===== src/rtl/matmul_operand_sp_pkg.sv =====
// Shared definitions for the matmul operand scratchpad: operand codes,
// address field layout, operand-select struct and FSM state encoding.
package matmul_operand_sp_pkg;

  localparam int OP_W    = 5;
  localparam int IDX_LSB = 5;

  localparam logic [OP_W-1:0] OP_A = 5'b00100;
  localparam logic [OP_W-1:0] OP_B = 5'b01000;
  localparam logic [OP_W-1:0] OP_C = 5'b10000;

  localparam logic [1:0] ST_IDLE = 2'd0;
  localparam logic [1:0] ST_RUN  = 2'd1;
  localparam logic [1:0] ST_DONE = 2'd2;

  typedef struct packed {
    logic is_a;
    logic is_b;
    logic is_c;
    logic valid;
  } op_sel_t;

  // Number of elements per bus word, which is also the matrix dimension.
  function automatic int calc_max_dim(input int bus_w, input int data_w);
    return bus_w / data_w;
  endfunction

endpackage


===== src/rtl/matmul_sp_addr_decode.sv =====
// Address decoder: splits an address into operand-select flags plus the
// A/B row index and the C element index.
module matmul_sp_addr_decode
  import matmul_operand_sp_pkg::*;
#(
  parameter int ADDR_WIDTH = 32,
  parameter int IDX_W      = 1
) (
  input  logic [ADDR_WIDTH-1:0] addr_i,
  output op_sel_t               sel_o,
  output logic [IDX_W-1:0]      row_o,
  output logic [2*IDX_W-1:0]    elem_o
);

  logic unused_high_bits;

  // Operand code lives in the low field; anything but the three codes is invalid.
  always_comb begin
    sel_o = '0;
    case (addr_i[OP_W-1:0])
      OP_A:    sel_o.is_a = 1'b1;
      OP_B:    sel_o.is_b = 1'b1;
      OP_C:    sel_o.is_c = 1'b1;
      default: sel_o = '0;
    endcase
    sel_o.valid = sel_o.is_a | sel_o.is_b | sel_o.is_c;
  end

  assign row_o  = addr_i[IDX_LSB +: IDX_W];
  assign elem_o = addr_i[IDX_LSB +: 2*IDX_W];

  assign unused_high_bits = ^addr_i[ADDR_WIDTH-1:IDX_LSB+2*IDX_W];

endmodule


===== src/rtl/matmul_operand_sp.sv =====
// Operand/result scratchpad for the matmul calc unit: host load/readback,
// lock-step A/B/C streaming, C write-back and run sequencing.
module matmul_operand_sp
  import matmul_operand_sp_pkg::*;
#(
  parameter int DATA_WIDTH = 8,
  parameter int BUS_WIDTH  = 16,
  parameter int ADDR_WIDTH = 32
) (
  input  logic                  clk_i,
  input  logic                  rst_ni,
  input  logic                  host_wr_i,
  input  logic                  host_rd_i,
  input  logic [ADDR_WIDTH-1:0] host_addr_i,
  input  logic [BUS_WIDTH-1:0]  host_wdata_i,
  output logic [BUS_WIDTH-1:0]  host_rdata_o,
  output logic                  host_rvalid_o,
  output logic                  host_err_o,
  input  logic                  go_i,
  output logic                  start_o,
  input  logic                  finish_mul_i,
  input  logic [BUS_WIDTH-1:0]  flags_i,
  output logic [BUS_WIDTH-1:0]  flags_o,
  output logic                  busy_o,
  output logic                  done_o,
  input  logic [ADDR_WIDTH-1:0] address_i,
  input  logic [BUS_WIDTH-1:0]  data_i,
  input  logic                  enable_w_i,
  output logic [BUS_WIDTH-1:0]  data_a_o,
  output logic [BUS_WIDTH-1:0]  data_b_o,
  output logic [BUS_WIDTH-1:0]  data_c_o
);

  localparam int MAX_DIM  = calc_max_dim(BUS_WIDTH, DATA_WIDTH);
  localparam int IDX_W    = $clog2(MAX_DIM);
  localparam int CIDX_W   = 2 * IDX_W;
  localparam int C_WORDS  = MAX_DIM * MAX_DIM;
  localparam int WR_CNT_W = CIDX_W + 1;

  localparam logic [IDX_W-1:0]    ROW_LAST  = IDX_W'(MAX_DIM - 1);
  localparam logic [CIDX_W-1:0]   ELEM_LAST = CIDX_W'(C_WORDS - 1);
  localparam logic [WR_CNT_W-1:0] WR_FULL   = WR_CNT_W'(C_WORDS);
  localparam logic [WR_CNT_W-1:0] WR_SAT    = {WR_CNT_W{1'b1}};

  logic [BUS_WIDTH-1:0] a_q [MAX_DIM];
  logic [BUS_WIDTH-1:0] a_d [MAX_DIM];
  logic [BUS_WIDTH-1:0] b_q [MAX_DIM];
  logic [BUS_WIDTH-1:0] b_d [MAX_DIM];
  logic [BUS_WIDTH-1:0] c_q [C_WORDS];
  logic [BUS_WIDTH-1:0] c_d [C_WORDS];

  logic [IDX_W-1:0]     row_cnt_q, row_cnt_d;
  logic [CIDX_W-1:0]    c_cnt_q, c_cnt_d;
  logic [WR_CNT_W-1:0]  wr_cnt_q, wr_cnt_d;
  logic [1:0]           state_q, state_d;
  logic [BUS_WIDTH-1:0] flags_q, flags_d;
  logic [BUS_WIDTH-1:0] rdata_q, rdata_d;
  logic                 rvalid_q, rvalid_d;
  logic                 err_q, err_d;
  logic                 start_q, start_d;
  logic                 busy_q, busy_d;
  logic                 done_q, done_d;
  logic                 done_err_s;

  op_sel_t              h_sel;
  logic [IDX_W-1:0]     h_row;
  logic [CIDX_W-1:0]    h_elem;
  op_sel_t              calc_sel;
  logic [IDX_W-1:0]     calc_row;
  logic [CIDX_W-1:0]    calc_elem;
  logic                 calc_wr_c;
  logic                 unused_calc;

  matmul_sp_addr_decode #(.ADDR_WIDTH(ADDR_WIDTH), .IDX_W(IDX_W)) u_host_dec (
    .addr_i (host_addr_i),
    .sel_o  (h_sel),
    .row_o  (h_row),
    .elem_o (h_elem)
  );

  matmul_sp_addr_decode #(.ADDR_WIDTH(ADDR_WIDTH), .IDX_W(IDX_W)) u_calc_dec (
    .addr_i (address_i),
    .sel_o  (calc_sel),
    .row_o  (calc_row),
    .elem_o (calc_elem)
  );

  assign calc_wr_c   = enable_w_i & calc_sel.is_c;
  assign unused_calc = ^{calc_sel, calc_row};

  // Free-running stream counters, never touched by go_i so they track the calc unit.
  always_comb begin
    if (row_cnt_q == ROW_LAST) begin
      row_cnt_d = '0;
    end else begin
      row_cnt_d = row_cnt_q + IDX_W'(1);
    end
    if (c_cnt_q == ELEM_LAST) begin
      c_cnt_d = '0;
    end else begin
      c_cnt_d = c_cnt_q + CIDX_W'(1);
    end
  end

  // Storage updates and host readback; the calc write is applied last so it wins a collision.
  always_comb begin
    a_d      = a_q;
    b_d      = b_q;
    c_d      = c_q;
    err_d    = done_err_s;
    rdata_d  = '0;
    rvalid_d = host_rd_i;
    if (host_wr_i) begin
      if ((state_q == ST_RUN) || !h_sel.valid) begin
        err_d = 1'b1;
      end else if (h_sel.is_a) begin
        a_d[h_row] = host_wdata_i;
      end else if (h_sel.is_b) begin
        b_d[h_row] = host_wdata_i;
      end else if (calc_wr_c && (calc_elem == h_elem)) begin
        err_d = 1'b1;
      end else begin
        c_d[h_elem] = host_wdata_i;
      end
    end else begin
      rdata_d = '0;
    end
    if (calc_wr_c) begin
      c_d[calc_elem] = data_i;
    end else begin
      rvalid_d = host_rd_i;
    end
    if (host_rd_i && h_sel.valid) begin
      if (h_sel.is_a) begin
        rdata_d = a_q[h_row];
      end else if (h_sel.is_b) begin
        rdata_d = b_q[h_row];
      end else begin
        rdata_d = c_q[h_elem];
      end
    end else if (host_rd_i) begin
      err_d = 1'b1;
    end else begin
      rdata_d = '0;
    end
  end

  // Run sequencer; wr_cnt saturates so an over-long run is still flagged.
  always_comb begin
    state_d    = state_q;
    flags_d    = flags_q;
    done_err_s = 1'b0;
    if (calc_wr_c && (wr_cnt_q != WR_SAT)) begin
      wr_cnt_d = wr_cnt_q + WR_CNT_W'(1);
    end else begin
      wr_cnt_d = wr_cnt_q;
    end
    case (state_q)
      ST_IDLE: begin
        if (go_i) begin
          state_d  = ST_RUN;
          wr_cnt_d = '0;
        end else begin
          state_d = ST_IDLE;
        end
      end
      ST_RUN: begin
        if (finish_mul_i) begin
          state_d    = ST_DONE;
          flags_d    = flags_i;
          done_err_s = (wr_cnt_d != WR_FULL);
        end else begin
          state_d = ST_RUN;
        end
      end
      ST_DONE: state_d = ST_IDLE;
      default: state_d = ST_IDLE;
    endcase
    start_d = (state_d == ST_RUN);
    busy_d  = (state_d == ST_RUN);
    done_d  = (state_d == ST_DONE);
  end

  // Operand storage, cleared by reset.
  always_ff @(posedge clk_i or negedge rst_ni) begin
    if (!rst_ni) begin
      for (int i = 0; i < MAX_DIM; i++) begin
        a_q[i] <= '0;
        b_q[i] <= '0;
      end
      for (int j = 0; j < C_WORDS; j++) begin
        c_q[j] <= '0;
      end
    end else begin
      a_q <= a_d;
      b_q <= b_d;
      c_q <= c_d;
    end
  end

  // Control state and registered outputs.
  always_ff @(posedge clk_i or negedge rst_ni) begin
    if (!rst_ni) begin
      row_cnt_q <= '0;
      c_cnt_q   <= '0;
      wr_cnt_q  <= '0;
      state_q   <= ST_IDLE;
      flags_q   <= '0;
      rdata_q   <= '0;
      rvalid_q  <= 1'b0;
      err_q     <= 1'b0;
      start_q   <= 1'b0;
      busy_q    <= 1'b0;
      done_q    <= 1'b0;
    end else begin
      row_cnt_q <= row_cnt_d;
      c_cnt_q   <= c_cnt_d;
      wr_cnt_q  <= wr_cnt_d;
      state_q   <= state_d;
      flags_q   <= flags_d;
      rdata_q   <= rdata_d;
      rvalid_q  <= rvalid_d;
      err_q     <= err_d;
      start_q   <= start_d;
      busy_q    <= busy_d;
      done_q    <= done_d;
    end
  end

  assign host_rdata_o  = rdata_q;
  assign host_rvalid_o = rvalid_q;
  assign host_err_o    = err_q;
  assign start_o       = start_q;
  assign busy_o        = busy_q;
  assign done_o        = done_q;
  assign flags_o       = flags_q;
  assign data_a_o      = a_q[row_cnt_q];
  assign data_b_o      = b_q[row_cnt_q];
  assign data_c_o      = c_q[c_cnt_q];

endmodule

===== config.mk =====
export PLATFORM = sky130hd
export DESIGN_NAME = matmul_operand_sp
export DESIGN_NICKNAME = d
export VERILOG_FILES = /design/src/rtl/matmul_operand_sp_pkg.sv /design/src/rtl/matmul_sp_addr_decode.sv /design/src/rtl/matmul_operand_sp.sv
export SDC_FILE = /design/constraint.sdc
export NUM_CORES = 1
export LEC_CHECK = 0
export CORE_ASPECT_RATIO = 1.25
export CORE_MARGIN = 1.5
export CORE_UTILIZATION = 45
export DETAILED_ROUTE_END_ITERATION = 6
export GPL_ROUTABILITY_DRIVEN = 0
export GPL_TIMING_DRIVEN = 0
export PLACE_DENSITY = 0.76
export SLEW_MARGIN = 0
export SYNTH_ARGS = -nofsm -noshare
export SYNTH_HDL_FRONTEND = slang
export SYNTH_SLANG_ARGS = --single-unit

===== constraint.sdc =====
create_clock -name clk_i -period 2.3 [get_ports clk_i]
set_input_delay 0.46 -clock clk_i [delete_from_list [all_inputs] [get_ports clk_i]]
set_output_delay 0.46 -clock clk_i [all_outputs]
set_load 0.1 [all_outputs]

# --- Word-level counts from Yosys, hierarchy flattened ---
# Cells that the tools add are included.
totals:
  reg_bits: 172
  latch_bits: 0
  ramBits: 0
  mem_bits_ro: 0
  inputBits: 119
  output_inout_bits: 85
  wordCells: 120
  mem_count: 0
classes:
  addsub: 3
  multipliers: 0
  div: 0
  magnitude_cmp: 8
  n_eq_ne: 11
  shift: 0
  mux: 58
  bitwise_logic: 10
  n_reduce_logical: 12
ops:
  columns: ["op", "count"]
  rows:
  - ["2-to-1 mux 64 bit", 6]
  - ["2-to-1 mux 16 bit", 22]
  - ["bitwise mux 64 bit", 2]
  - ["binary-select mux 16 bit (select 2 bit)", 2]
  - ["bitwise mux 32 bit", 2]
  - ["demux 16 bit (select 2 bit)", 2]
  - ["demux 16 bit (select 1 bit)", 1]
  - ["2-to-1 mux 1 bit", 15]
  - ["== test 5 bit, second input constant", 2]
  - [">= comparator 3 bit, second input constant", 3]
  - ["2-to-1 mux 3 bit", 3]
  - ["NOT 2 -> 3 bit", 3]
  - ["logical AND 1 bit", 6]
  - ["< comparator 3 x 1 -> 1 bit, second input constant", 2]
  - ["!= test 3 bit, second input constant", 2]
  - ["== test 5 x 3 -> 1 bit, second input constant", 1]
  - ["== test 5 x 4 -> 1 bit, second input constant", 1]
  - ["== test 2 x 1 -> 1 bit, second input constant", 2]
  - ["== test 2 bit, second input constant", 2]
  - [">= comparator 2 bit, second input constant", 2]
  - ["2-to-1 mux 2 bit", 2]
  - ["NOT 1 -> 2 bit", 2]
  - ["one-hot mux 2 bit (2 select lines)", 1]
  - ["AND reduction 4 bit", 1]
  - ["13 further kinds", 15]

# --- Longest topological paths before layout ---
# Gate-level depths: netlist of the first run.
depth:
  depth_word: 15
  ltp_mapped: 7

# --- Hierarchy ---
# Synthesis of the first run repeated with hierarchy kept, for this count alone.
unflattened:
  cells_unflattened: 820
  hier_area_um2: 9201.3
modules_own_cells:
  columns: ["module", "instances", "cells_each", "area_per_inst_um2", "seq_area_each_um2"]
  rows:
  - ["matmul_operand_sp", 1, 798, 9018.6, 4304.1]
  - ["matmul_sp_addr_decode", 2, 11, 91.3, 0.0]

# --- Worst setup path after synthesis of the first run ---
# OpenSTA, ideal clock, no wires.
synth_timing:
  kind: "flip-flop to output port"
  startpoint: "reg c_cnt_q[0]"
  endpoint: "out data_c_o[10]"
  arrival_ns: 1.896
  t_required_ns: 1.840
  path_slack_ns: -0.056
  path_stages_with_launch: 4
  n_path_buf: 2
  path_cell_list: "dfrtp_1 > clkbuf_1 > buf_2 > mux4_2"
synth_between:
  elab_chain_len: 4
synth_rtl:
  columns: ["item", "line_no", "source"]
  rows:
  - ["start: declaration", "matmul_operand_sp.sv:53", "logic [CIDX_W-1:0] c_cnt_q, c_cnt_d;"]
  - ["start signal: assignment", "matmul_operand_sp.sv:217", "c_cnt_q <= c_cnt_d;"]
  - ["NOT 2 -> 3 bit (not written as such)", "matmul_operand_sp.sv:239", "assign data_c_o = c_q[c_cnt_q];"]
  - ["binary-select mux 16 bit (select 2 bit)", "matmul_operand_sp.sv:239", null]
  - ["2-to-1 mux 16 bit (not written as such) (2 in a row)", "matmul_operand_sp.sv:239", null]
  - ["end: declaration", "matmul_operand_sp.sv:31", "output logic [BUS_WIDTH-1:0] data_c_o"]
# Every way passes these cells. The select of a mux whose other input is x is not followed.

# --- Worst setup path after layout of the first run ---
layout_timing:
  startpoint: "reg c_cnt_q[0]"
  endpoint: "out data_c_o[14]"
# The elaborated chain is that of the path after synthesis.

==> results of run 1 <==
==> repair_timing <==
action | in CTS | in global routing
pin swaps | 4 | 2
hold endpoints to repair | 62 | 0
setup endpoints to repair | 211 | 121
buffers inserted | 9 | 7
hold buffers | 1 | 0
resized for setup | 354 | 53
gates cloned | 1 | 0
==> stage by stage <==
step                        util   TNS, ns  area (µm²)  instances
after floorplan                -         0        9487        825
after global placement    0.5458  -1221.81       11320       1248
after detailed placement  0.5473   -124.98       11350       1249
after CTS                 0.5809   -0.4744       12050       1290
after global routing      0.5894    -1.184       12230       1295
final                     0.5894   -0.6968       12230       1295
==> layout make-up <==
class,instances,share of cell area
Clock inverter,13,0.01075
Clock buffer,19,0.03705
Tap cell,274,0.02804
Timing Repair Buffer,168,0.1272
Sequential cell,172,0.3523
Buffer,77,0.03991
Multi-Input combinational cell,567,0.4032
Inverter,5,0.001535
==> cell usage in the layout, fill, tap and decap left out, types with 5 or more instances in the layout <==
cell type                         instances
sky130_fd_sc_hd__buf_6                   16
sky130_fd_sc_hd__dlygate4sd2_1           37
sky130_fd_sc_hd__a211oi_1                17
sky130_fd_sc_hd__clkbuf_2                16
sky130_fd_sc_hd__nor2_1                  51
sky130_fd_sc_hd__nor3_4                   5
sky130_fd_sc_hd__nand2_1                 61
sky130_fd_sc_hd__mux4_2                  32
sky130_fd_sc_hd__clkbuf_1                17
sky130_fd_sc_hd__o31ai_1                 34
sky130_fd_sc_hd__mux2_2                 112
sky130_fd_sc_hd__nor2b_1                 16
sky130_fd_sc_hd__mux2i_1                 18
sky130_fd_sc_hd__a2111oi_0               12
sky130_fd_sc_hd__buf_4                   26
sky130_fd_sc_hd__clkbuf_16               18
sky130_fd_sc_hd__a31oi_2                  7
sky130_fd_sc_hd__clkdlybuf4s50_1         60
sky130_fd_sc_hd__a31oi_1                 30
sky130_fd_sc_hd__clkinvlp_4               5
sky130_fd_sc_hd__a21boi_0                16
sky130_fd_sc_hd__nor2_2                   8
sky130_fd_sc_hd__buf_2                   48
sky130_fd_sc_hd__clkbuf_8                 6
sky130_fd_sc_hd__dfrtp_1                170
sky130_fd_sc_hd__o211ai_1                29
sky130_fd_sc_hd__nand4_1                 64
==> worst min path at each step <==
stage                     from          to  slack, ns  cells after the start
floorplan               rst_ni      a_q[0]       0.16                      0
global placement    c_cnt_q[1]  c_cnt_q[1]       0.47                      1
detailed placement      rst_ni  flags_o[3]       0.44                      1
CTS                 state_q[1]  state_q[0]       0.50                      1
global route        state_q[1]  state_q[0]       0.52                      1
finish              flags_o[8]  flags_o[8]       0.50                      1
==> power by group <==
part           internal, mW  total (mW)  switching [mW]
registers              3.72        4.24           0.518
clock network          1.57        2.89            1.32
logic                  1.55        5.38            3.84
total                  6.84        12.5            5.67
==> per-layer routing <==
metal,wire length (µm),share of wire,vias up,global-route usage
met1,11410,0.37,4034,0.3377
met4,1409,0.046,0,0.1344
met5,0,0,-,0
li1,-,-,3525,-
met2,15050,0.49,577,0.4785
met3,2779,0.091,163,0.06807
==> registers in the layout, summed over array words and instances, names as in the netlist <==
| signal | count |
|---|---|
| flags_o | 16 |
| row_cnt_q | 1 |
| host_rdata_o | 16 |
| wr_cnt_q | 3 |
| host_rvalid_o | 1 |
| done_o | 1 |
| a_q | 32 |
| b_q | 32 |
| host_err_o | 1 |
| busy_o | 1 |
| state_q | 2 |
| c_q | 64 |
| c_cnt_q | 2 |
==> worst max-delay path, cell delays in order, from the launching register on <==
cell	delay, ns
sky130_fd_sc_hd__dfrtp_1	0.39
sky130_fd_sc_hd__clkbuf_16	0.19
sky130_fd_sc_hd__buf_12	0.14
sky130_fd_sc_hd__mux4_2	0.57
sky130_fd_sc_hd__buf_8	0.21
==> kinds of logic (layout without fill, tap and decap cells) <==
kind of cell,after synthesis,after routing
compound gates,161,161
xor+xnor,7,7
fa+ha+maj,3,3
buf+inv,86,282
flops,172,172
mux,163,163
simple gates,233,233
==> impl_summary.txt, run 1 <==
----------------------------------------------------
[Run status]
  Status ... complete, but fails checks
  Failing checks ... setup timing

[Synth]
  Leading cell types by total area after synthesis ... sky130_fd_sc_hd__dfrtp_1, sky130_fd_sc_hd__mux2_2, sky130_fd_sc_hd__mux4_2
  Arithmetic-cell share of the synthesized area counting full adders, half adders and majority gates ... 0.003957
  Biggest area consumer among synthesized cells ... sky130_fd_sc_hd__dfrtp_1
  Area fraction in compound gates after synthesis ... 0.1311
  Instance count of the mapped netlist ... 825
  Post-synthesis share of cell area spent on xor and xnor gates ... 0.006464
  Top FF cell, synth ... sky130_fd_sc_hd__dfrtp_1
  Post-Syn Nets ... roughly 950
  Post-synth EDFFs ... 0
  Multiplexer share of the synthesized area ... 0.2291
  Yosys top cell area share ... 0.4538
  Synth async-reset ratio ... 1.000
  Most frequent cell after synthesis ... sky130_fd_sc_hd__dfrtp_1
  Synthesis-stage register bit count ... roughly 170
  Average instance area after synthesis ... 11.50 µm²
  Leading post-synthesis cells by instance count ... sky130_fd_sc_hd__dfrtp_1, sky130_fd_sc_hd__mux2_2, sky130_fd_sc_hd__nand4_1
  Synthesized cell area ... roughly 9500 µm²
  Synthesis warning total ... 0
  Fraction of the mapped netlist area in simple logic gates ... 0.1324
  Count of unique library cells instantiated by Yosys ... 58
  Combinational family with the most area after synthesis ... multiplexers
  Sequential-to-total area share from yosys stat ... 0.4538

[Timing]
  Final Critical Period ... 2.405 ns
  Final setup violating endpoints ... 15
  Final hold slack ... 0.5020 ns
  Final-report max-slew violation count ... 0
  Slew headroom ... 0.3447
  Post-route clock skew ... 0.01011 ns
  Slew at the pin closest to its max-slew limit ... between 0.9 and 1 ns
  Fin. Hold Viols ... 0
  Maximum clock rate ... between 400 and 500 MHz
  RSZ-0062 raised after global routing ... true
  PnR worst setup slack ... -0.1051 ns
  Ratio of final minimum period to clock period ... 1.046

[Clocking]
  TritonCTS buffer count ... 17
  Number of H-tree levels ... 4
  Clock slew seen by the registers of the worst setup and hold paths ... 0.07 ns
  Cell chosen for the clock root ... sky130_fd_sc_hd__clkbuf_16
  Buffer depth of the longest clock path ... 2
  CTS sink count ... 172
  TritonCTS clock tree ... built
  Clock latency on the worst-skew pair ... 0.44 ns

[Power]
  Leakage Power ... ~5.3 nW
  Max VDD drop ... around 0.75 mV
  Power density cells ... ~1000 nW/µm²
  Post-route total power ... approximately 13 mW

[Finish]
  Fill cells ... between 1.5k and 2k
  Growth of design area from synthesis to finish ... 28.89%
  Multi-input logic area ... 4930 µm²
  Layout cell share with drive strength beyond 1 ... 0.3379
  Register area ... 4307 µm²
  Final-stage net count ... 1130
  Antenna Diode Count ... 0

[GRT]
  Antenna violations before repair ... 0
  Number of global-route vias before repair ... 8438
  Total global routing overflow ... 0
  Global-route usage over all layers ... 0.2814
  Wire length of the first global-routing pass ... 47150 µm
  Largest net degree at the start of global routing ... 111

[Place]
  Post-DP HPWL ... 21260 µm
  IO Port Bufs ... 149
  Post-placement setup slack ... -1.106 ns

[Setup path]
  Critical path peak fanout ... 8
  Worst r2r path cells ... 6
  Crit path launch type ... register
  Endpoint of the worst setup timing path ... data_c_o[14]
  Worst R2R End ... c_q[11]
  Category of the critical setup timing path ... reg -> out
  R2R Path Start ... state_q[0]
  R2R Setup Slk ... 0.16 ns
  Data required, critical path ... 1.84 ns
  Worst Setup End Kind ... output port
  Crit path DAT ... 1.95 ns
  Source of the critical timing path ... c_cnt_q[0]

[Detailed routing]
  Number of DRC markers after the initial detailed-route iteration ... around 1.1k
  Antenna violation net count after detailed routing ... 0
  Final routed wirelength across all metal layers ... 30650 µm
  Via density ... 6.408
  Number of search-and-repair iterations in the first detailed-routing pass ... 6
  Routed length per instance ... between 20 and 25 µm
  Remaining DRCs ... 0
  Number of vias after detailed routing ... 8299

[Worst hold path]
  Hold crit path type ... reg -> reg

[Floorplan]
  Std cell rows ... 59
  Overall die area ... 21960 µm²
  Starting density of the core ... 0.4573
  Die height ... 165.3 µm
  Standard cell core area ... 20740 µm²
  Boundary pin count ... 204
  Die X-Extent ... approximately 130 µm

[Job]
  Max-capacitance violation count ... 0

----------------------------------------------------
Note: power is estimated with default switching activity, not from simulation.
==> run 2: changes to the inputs <==
Settings changed: CAP_MARGIN set to 25.
==> run 2 against run 1 <==
  * The run ends with DRC, setup timing left
  * Largest cell class unchanged
  * First-iteration DRC count up 3.3%
  * Clock power down 4%
  * Setup slack worse by 0.023 ns
  * Critical path type unchanged
==> impl_summary.txt, run 2 (synthesized netlist as in run 1, its figures left out) <==
----------------------------------------------------
[Run status]
  Status ... complete, but fails checks
  Failing checks ... DRC, setup timing

[Clocking]
  Clock slew seen by the registers of the worst setup and hold paths ... 0.07 ns (about the same)
  TritonCTS clock tree ... built
  Cell chosen for the clock root ... sky130_fd_sc_hd__clkbuf_16
  CTS sink count ... 172 (unchanged)
  TritonCTS buffer count ... 17 (unchanged)
  Number of H-tree levels ... 4 (unchanged)
  Clock latency on the worst-skew pair ... 0.44 ns (about the same)
  Buffer depth of the longest clock path ... 2 (unchanged)

[Finish]
  Final-stage net count ... 1131 (+0.088%)
  Largest reg by FF count ... c_q
  Antenna Diode Count ... 0 (unchanged)
  Layout cell share with drive strength beyond 1 ... 0.3330 (-0.004897)
  Most common library cell in the layout ignoring fill and taps ... sky130_fd_sc_hd__dfrtp_1
  Growth of design area from synthesis to finish ... 28.52%
  Leading cell types in the layout, fill and taps excluded ... sky130_fd_sc_hd__dfrtp_1, sky130_fd_sc_hd__mux2_2, sky130_fd_sc_hd__nand4_1
  Largest registers in the final layout ... c_q: 64 flops, a_q: 32 flops, b_q: 32 flops
  Flip-flop count of the largest register after layout ... 64 (unchanged)

[Setup path]
  Top cell by count, worst path ... sky130_fd_sc_hd__buf_12
  Worst r2r path cells ... 6 (unchanged)
  Buffer and inverter count on the worst path ... 4 (+1)
  Worst Setup End Kind ... output port
  R2R Path Start ... state_q[0]
  Crit path DAT ... 1.97 ns (+0.02 ns)
  Crit path launch type ... register
  Largest stage delay, worst path ... 0.57 ns (about the same)
  Critical path peak fanout ... 5 (-3)
  Kind of cell with the highest combined delay on the critical path ... buffers and inverters
  CP max stage cell ... sky130_fd_sc_hd__mux4_2
  Data required, critical path ... 1.84 ns (about the same)
  Series of cell instances along the critical path ... buf_8 > buf_12 > buf_16 > mux4_2 > buf_12
  Worst R2R End ... c_q[11]
  Category of the critical setup timing path ... reg -> out
  R2R Setup Slk ... 0.13 ns (-0.03 ns)

[Detailed routing]
  Routed length per instance ... 23.24 µm (-1.8%)
  Final routed wirelength across all metal layers ... 30090 µm (-1.8%)
  Number of search-and-repair iterations in the first detailed-routing pass ... 7 (+1)
  Antenna violation net count after detailed routing ... 0 (unchanged)
  Via density ... 6.403 (about the same)
  Remaining DRCs ... 19 (+19)
  Number of vias after detailed routing ... 8292 (-0.084%)
  Number of DRC markers after the initial detailed-route iteration ... 1141 (+3.3%)

[Power]
  Part of the total power dissipated in the clock network ... 0.223 (-0.008)
  Internal power ... 6.739 mW (-1.5%)
  NetSw ... 5.634 mW (-0.72%)
  Share of power burned in combinational logic ... 0.435 (+0.005)
  Net Sw Frac ... 0.4553 (+0.001896)
  Max VDD drop ... 0.7408 mV (-0.82%)
  Power density cells ... 1015 nW/µm² (-0.85%)
  Leakage Power ... 5.276 nW (-0.29%)
  Relative contribution of sequential cells to total power ... 0.342 (+0.003)
  Post-route total power ... 12.37 mW (-1.1%)

[Place]
  Post-DP HPWL ... 21250 µm (about the same)
  IO Port Bufs ... 149 (unchanged)

[Worst hold path]
  Worst hold stages ... 1 (unchanged)
  Launch point of the worst hold path ... flags_o[8]
  Worst-case hold path end point ... flags_o[8]
  Hold crit path type ... reg -> reg

[Timing]
  Setup TNS ... -0.7443 ns (-0.04749 ns)
  Final Critical Period ... 2.428 ns (+0.02265 ns)
  Slew at the pin closest to its max-slew limit ... 1.007 ns (+0.02030 ns)
  PnR worst setup slack ... -0.1277 ns (-0.02265 ns)
  Final setup violating endpoints ... 11 (-4)
  Final-report max-slew violation count ... 0 (unchanged)
  Slew headroom ... 0.3313 (-0.01348)
  Fin. Hold Viols ... 0 (unchanged)
  RSZ-0062 raised after global routing ... true
  Maximum clock rate ... 411.9 MHz (-0.93%)
  Ratio of final minimum period to clock period ... 1.056 (+0.009846)
  Post-route clock skew ... 0.007867 ns (-0.002246 ns)

[GRT]
  Number of global-route vias before repair ... 8405 (-0.39%)
  Wire length of the first global-routing pass ... 46660 µm (-1.0%)
  Antenna violations before repair ... 0 (unchanged)
  Largest net degree at the start of global routing ... 111 (unchanged)
  Global-route usage over all layers ... 0.2774 (-0.004000)
  Total global routing overflow ... 0 (unchanged)

[Floorplan]
  Starting density of the core ... 0.4573 (unchanged)
  Die X-Extent ... 132.9 µm (unchanged)
  Die height ... 165.3 µm (unchanged)
  Overall die area ... 21960 µm² (unchanged)
  Std cell rows ... 59 (unchanged)
  Boundary pin count ... 204 (unchanged)
  Standard cell core area ... 20740 µm² (unchanged)

[Job]
  Max-capacitance violation count ... 0 (unchanged)

----------------------------------------------------
## run 2: per-stage QoR
stage	hold WS, ns	std cells	utilization	setup slack (ns)	instance area (µm²)
5_1_grt	0.5182	1295	0.5877	-0.1499	12190
6_report	0.5016	1295	0.5877	-0.1277	12190
2_1_floorplan	0.1644	825	-	0.1463	9487
3_5_place_dp	0.4389	1250	0.5477	-1.100	11360
3_3_place_gp	0.4733	1248	0.5458	-6.417	11320
4_1_cts	0.4980	1291	0.5808	-0.1385	12050
## run 2: timing repair
item | 4_1_cts | 5_1_grt
hold buffers | 1 | 0
buffers inserted | 10 | 5
endpoints found under the hold margin | 62 | 0
cloned | 1 | 0
resized for setup | 356 | 44
pin swaps | 5 | 2
setup endpoints to repair | 211 | 116
## run 2: cell type report
type / count / area (µm²)
Inverter: 5 / 18.77
Clock inverter: 12 / 105.1
Fill cell: 1662 / 8553
Buffer: 78 / 473.0
Clock buffer: 19 / 452.9
Tap cell: 274 / 342.8
Sequential cell: 172 / 4307
Multi-Input combinational cell: 567 / 4898
Timing Repair Buffer: 168 / 1593
## run 2: power by group through the flow
stage                     registers [mW]  clock network [mW]  logic (mW)
after floorplan                     5.35                   0        2.86
after global placement              4.22                   0        5.33
after detailed placement            4.27                   0        5.38
after CTS                           4.20                2.79        5.30
after global routing                4.31                2.90        5.55
final                               4.23                2.76        5.38
## run 2: worst max path at each step
stage          depth (start not counted)        from  slack, ns          endpoint
2_1_floorplan                          3  c_cnt_q[0]       0.15      data_c_o[10]
3_3_place_gp                           1      rst_ni      -6.42  host_rdata_o[11]
3_5_place_dp                           4  c_cnt_q[1]      -1.10      data_c_o[14]
4_1_cts                                5  c_cnt_q[0]      -0.14      data_c_o[12]
5_1_grt                                5  c_cnt_q[0]      -0.15      data_c_o[12]
6_report                               5  c_cnt_q[0]      -0.13      data_c_o[12]
## run 2: layer usage
metal | GRT usage | wire length, µm
met1 | 0.3397 | 11320
met2 | 0.4714 | 14660
met3 | 0.05281 | 2555
met4 | 0.1399 | 1565
met5 | 0 | 0
==> run 3: changes to the inputs <==
Settings changed: SETUP_SLACK_MARGIN set to 0.05.
==> run 3 against run 2 <==
  * Sequential share of layout area decreased by 0.41 points
  * Cell count grew 0.23%
  * Cell area increased by 1.1%
  * Critical path type unchanged
  * Non-clock buffer count up 3
  * Global-route usage about the same
  * Die area stayed put
  * Critical endpoint is now data_c_o[8]
  * The run ends with setup timing left
  * Register-to-register slack gained 0.08 ns
  * Worst hold slack got worse by 0.0011 ns
  * Via count is essentially flat
  * Maximum frequency rose by 2.0%
  * Clock power barely moved
  * Sequential power about the same
==> impl_summary.txt, run 3 (synthesized netlist as in run 1, its figures left out) <==
----------------------------------------------------
[Power]
  Net Sw Frac ... 0.4539 (-0.001444)
  Max VDD drop ... 0.7406 mV (about the same)
  Relative contribution of sequential cells to total power ... 0.340 (-0.002)
  Share of power burned in combinational logic ... 0.437 (+0.002)
  Internal power ... 6.790 mW (+0.77%)
  Part of the total power dissipated in the clock network ... 0.223 (about the same)
  Power density cells ... 1009 nW/µm² (-0.63%)
  Post-route total power ... 12.43 mW (+0.50%)
  NetSw ... 5.644 mW (+0.18%)
  Leakage Power ... 5.337 nW (+1.2%)

[Detailed routing]
  Via density ... 6.393 (-0.16%)
  Number of DRC markers after the initial detailed-route iteration ... 1238 (+8.5%)
  Antenna violation net count after detailed routing ... 0 (unchanged)
  Routed length per instance ... 23.00 µm (-1.0%)
  Number of search-and-repair iterations in the first detailed-routing pass ... 6 (-1)
  Remaining DRCs ... 0 (-19)
  Number of vias after detailed routing ... 8298 (+0.072%)
  Final routed wirelength across all metal layers ... 29850 µm (-0.80%)

[Timing]
  Ratio of final minimum period to clock period ... 1.035 (-0.02100)
  Post-route clock skew ... 0.009428 ns (+0.001561 ns)
  Slew headroom ... 0.3288 (-0.002422)
  Final-report max-slew violation count ... 0 (unchanged)
  Final Critical Period ... 2.379 ns (-0.04829 ns)
  Setup TNS ... -0.5284 ns (+0.2159 ns)
  Final setup violating endpoints ... 11 (unchanged)
  PnR worst setup slack ... -0.07943 ns (+0.04829 ns)
  Maximum clock rate ... 420.3 MHz (+2.0%)
  Slew at the pin closest to its max-slew limit ... 1.011 ns (+0.003647 ns)
  Fin. Hold Viols ... 0 (unchanged)
  RSZ-0062 raised after global routing ... true
  Final hold slack ... 0.5006 ns (-0.001092 ns)

[Setup path]
  Largest stage delay, worst path ... 0.53 ns (-0.04 ns)
  Series of cell instances along the critical path ... buf_8 > buf_12 > buf_16 > mux4_2 > buf_12
  CP max stage cell ... sky130_fd_sc_hd__mux4_2
  Top cell by count, worst path ... sky130_fd_sc_hd__buf_12
  Crit path launch type ... register
  Critical path peak fanout ... 5 (unchanged)
  Worst Setup End Kind ... output port
  Kind of cell with the highest combined delay on the critical path ... buffers and inverters
  Worst r2r path cells ... 6 (unchanged)
  Buffer and inverter count on the worst path ... 4 (unchanged)
  Total number of cells along the worst setup path ... 5 (unchanged)
  Category of the critical setup timing path ... reg -> out
  Crit path DAT ... 1.92 ns (-0.05 ns)
  Data required, critical path ... 1.84 ns (about the same)

[GRT]
  Total global routing overflow ... 0 (unchanged)
  Global-route usage over all layers ... 0.2773 (about the same)
  Routing usage on met1 ... 0.3365 (-0.003199)
  Busiest grt layer ... met2
  Met2 Track Usage GR ... 0.4692 (-0.002131)
  Wire length of the first global-routing pass ... 46660 µm (unchanged)
  Largest net degree at the start of global routing ... 111 (unchanged)
  Antenna violations before repair ... 0 (unchanged)
  Global routing met3 resource utilization ... 0.05739 (+0.004579)
  Number of global-route vias before repair ... 8423 (+0.21%)

[Floorplan]
  Std cell rows ... 59 (unchanged)
  Die X-Extent ... 132.9 µm (unchanged)
  Starting density of the core ... 0.4573 (unchanged)
  Overall die area ... 21960 µm² (unchanged)
  Boundary pin count ... 204 (unchanged)
  Standard cell core area ... 20740 µm² (unchanged)
  Die height ... 165.3 µm (unchanged)

[Clocking]
  Buffer depth of the longest clock path ... 2 (unchanged)
  Cell chosen for the clock root ... sky130_fd_sc_hd__clkbuf_16
  TritonCTS buffer count ... 17 (unchanged)
  Clock latency on the worst-skew pair ... 0.44 ns (about the same)
  CTS sink count ... 172 (unchanged)
  Clock slew seen by the registers of the worst setup and hold paths ... 0.06 ns (about the same)
  TritonCTS clock tree ... built
  Number of H-tree levels ... 4 (unchanged)

[Place]
  Number of cells after detailed placement ... 1250 (unchanged)
  IO Port Bufs ... 149 (unchanged)
  Post-placement setup slack ... -1.100 ns (unchanged)
  Post-DP HPWL ... 21250 µm (unchanged)

[Worst hold path]
  Hold crit path type ... reg -> reg
  Worst hold stages ... 1 (unchanged)

[Finish]
  Flip-flop count of the largest register after layout ... 64 (unchanged)
  Layout cell share with drive strength beyond 1 ... 0.3359 (+0.002931)
  Largest registers in the final layout ... c_q: 64 flops, a_q: 32 flops, b_q: 32 flops
  Growth of design area from synthesis to finish ... 29.98%
  Final-stage net count ... 1134 (+0.27%)
  Antenna Diode Count ... 0 (unchanged)
  Most common library cell in the layout ignoring fill and taps ... sky130_fd_sc_hd__dfrtp_1
  Non-filler cells, final ... 1298 (+0.23%)
  Leading cell types in the layout, fill and taps excluded ... sky130_fd_sc_hd__dfrtp_1, sky130_fd_sc_hd__mux2_2, sky130_fd_sc_hd__nand4_1
  Largest reg by FF count ... c_q

[Run status]
  Failing checks ... setup timing
  Status ... complete, but fails checks

[Job]
  Max-capacitance violation count ... 0 (unchanged)

----------------------------------------------------
-- run 3: power groups by stage --
stage / sequential, mW / clock, mW / combinational (mW)
3_5_place_dp: 4.27 / 0 / 5.38
3_3_place_gp: 4.22 / 0 / 5.33
6_report: 4.23 / 2.77 / 5.43
4_1_cts: 4.20 / 2.79 / 5.34
2_1_floorplan: 5.35 / 0 / 2.86
5_1_grt: 4.31 / 2.90 / 5.62
-- run 3: worst paths after layout --
path | slack, ns | to | from
max | -0.08 | data_c_o[8] | c_cnt_q[0]
min | 0.50 | c_cnt_q[1] | c_cnt_q[1]
max reg2reg | 0.21 | c_q[11] | state_q[0]
min reg2reg | 0.50 | c_cnt_q[1] | c_cnt_q[1]
max in group asynchronous | 0.76 | row_cnt_q | rst_ni
min in group asynchronous | 0.56 | flags_o[3] | rst_ni
-- run 3: final cells by class --
type / instances / area [µm²]
fillers: 1632 / 8414
multi-input cells: 567 / 4921
flip-flops and latches: 172 / 4305
repair buffers: 170 / 1669
plain buffers: 79 / 514.2
clock buffers: 19 / 452.9
well taps: 274 / 342.8
clock inverters: 12 / 105.1
inverters: 5 / 18.77
-- run 3: per-layer routing --
layer | vias up | part of all wire
li1 | 3540 | -
met1 | 4066 | 0.38
met2 | 549 | 0.49
met3 | 143 | 0.084
met4 | 0 | 0.047
met5 | - | 0
-- run 3: per-stage QoR --
stage / instance area (µm²) / utilization
CTS: 12110 / 0.5838
global placement: 11320 / 0.5458
global route: 12330 / 0.5944
finish: 12330 / 0.5944
floorplan: 9487 / -
detailed placement: 11360 / 0.5477
-- run 3: worst reg2reg max path: stages (launching register included) --
cell	delay, ns
sky130_fd_sc_hd__dfrtp_1	0.43
sky130_fd_sc_hd__nor2b_1	0.15
sky130_fd_sc_hd__clkbuf_2	0.23
sky130_fd_sc_hd__nor3_4	0.31
sky130_fd_sc_hd__clkbuf_1	0.50
sky130_fd_sc_hd__nand4_1	0.25
sky130_fd_sc_hd__o211ai_1	0.14
-- run 3: what timing repair did --
action,4_1_cts,5_1_grt
hold endpoints to repair,62,0
gates resized for setup,378,57
setup buffers,9,8
hold buffers,1,0
gates cloned,1,0
pin swaps,4,3
endpoints found under the setup margin,213,124
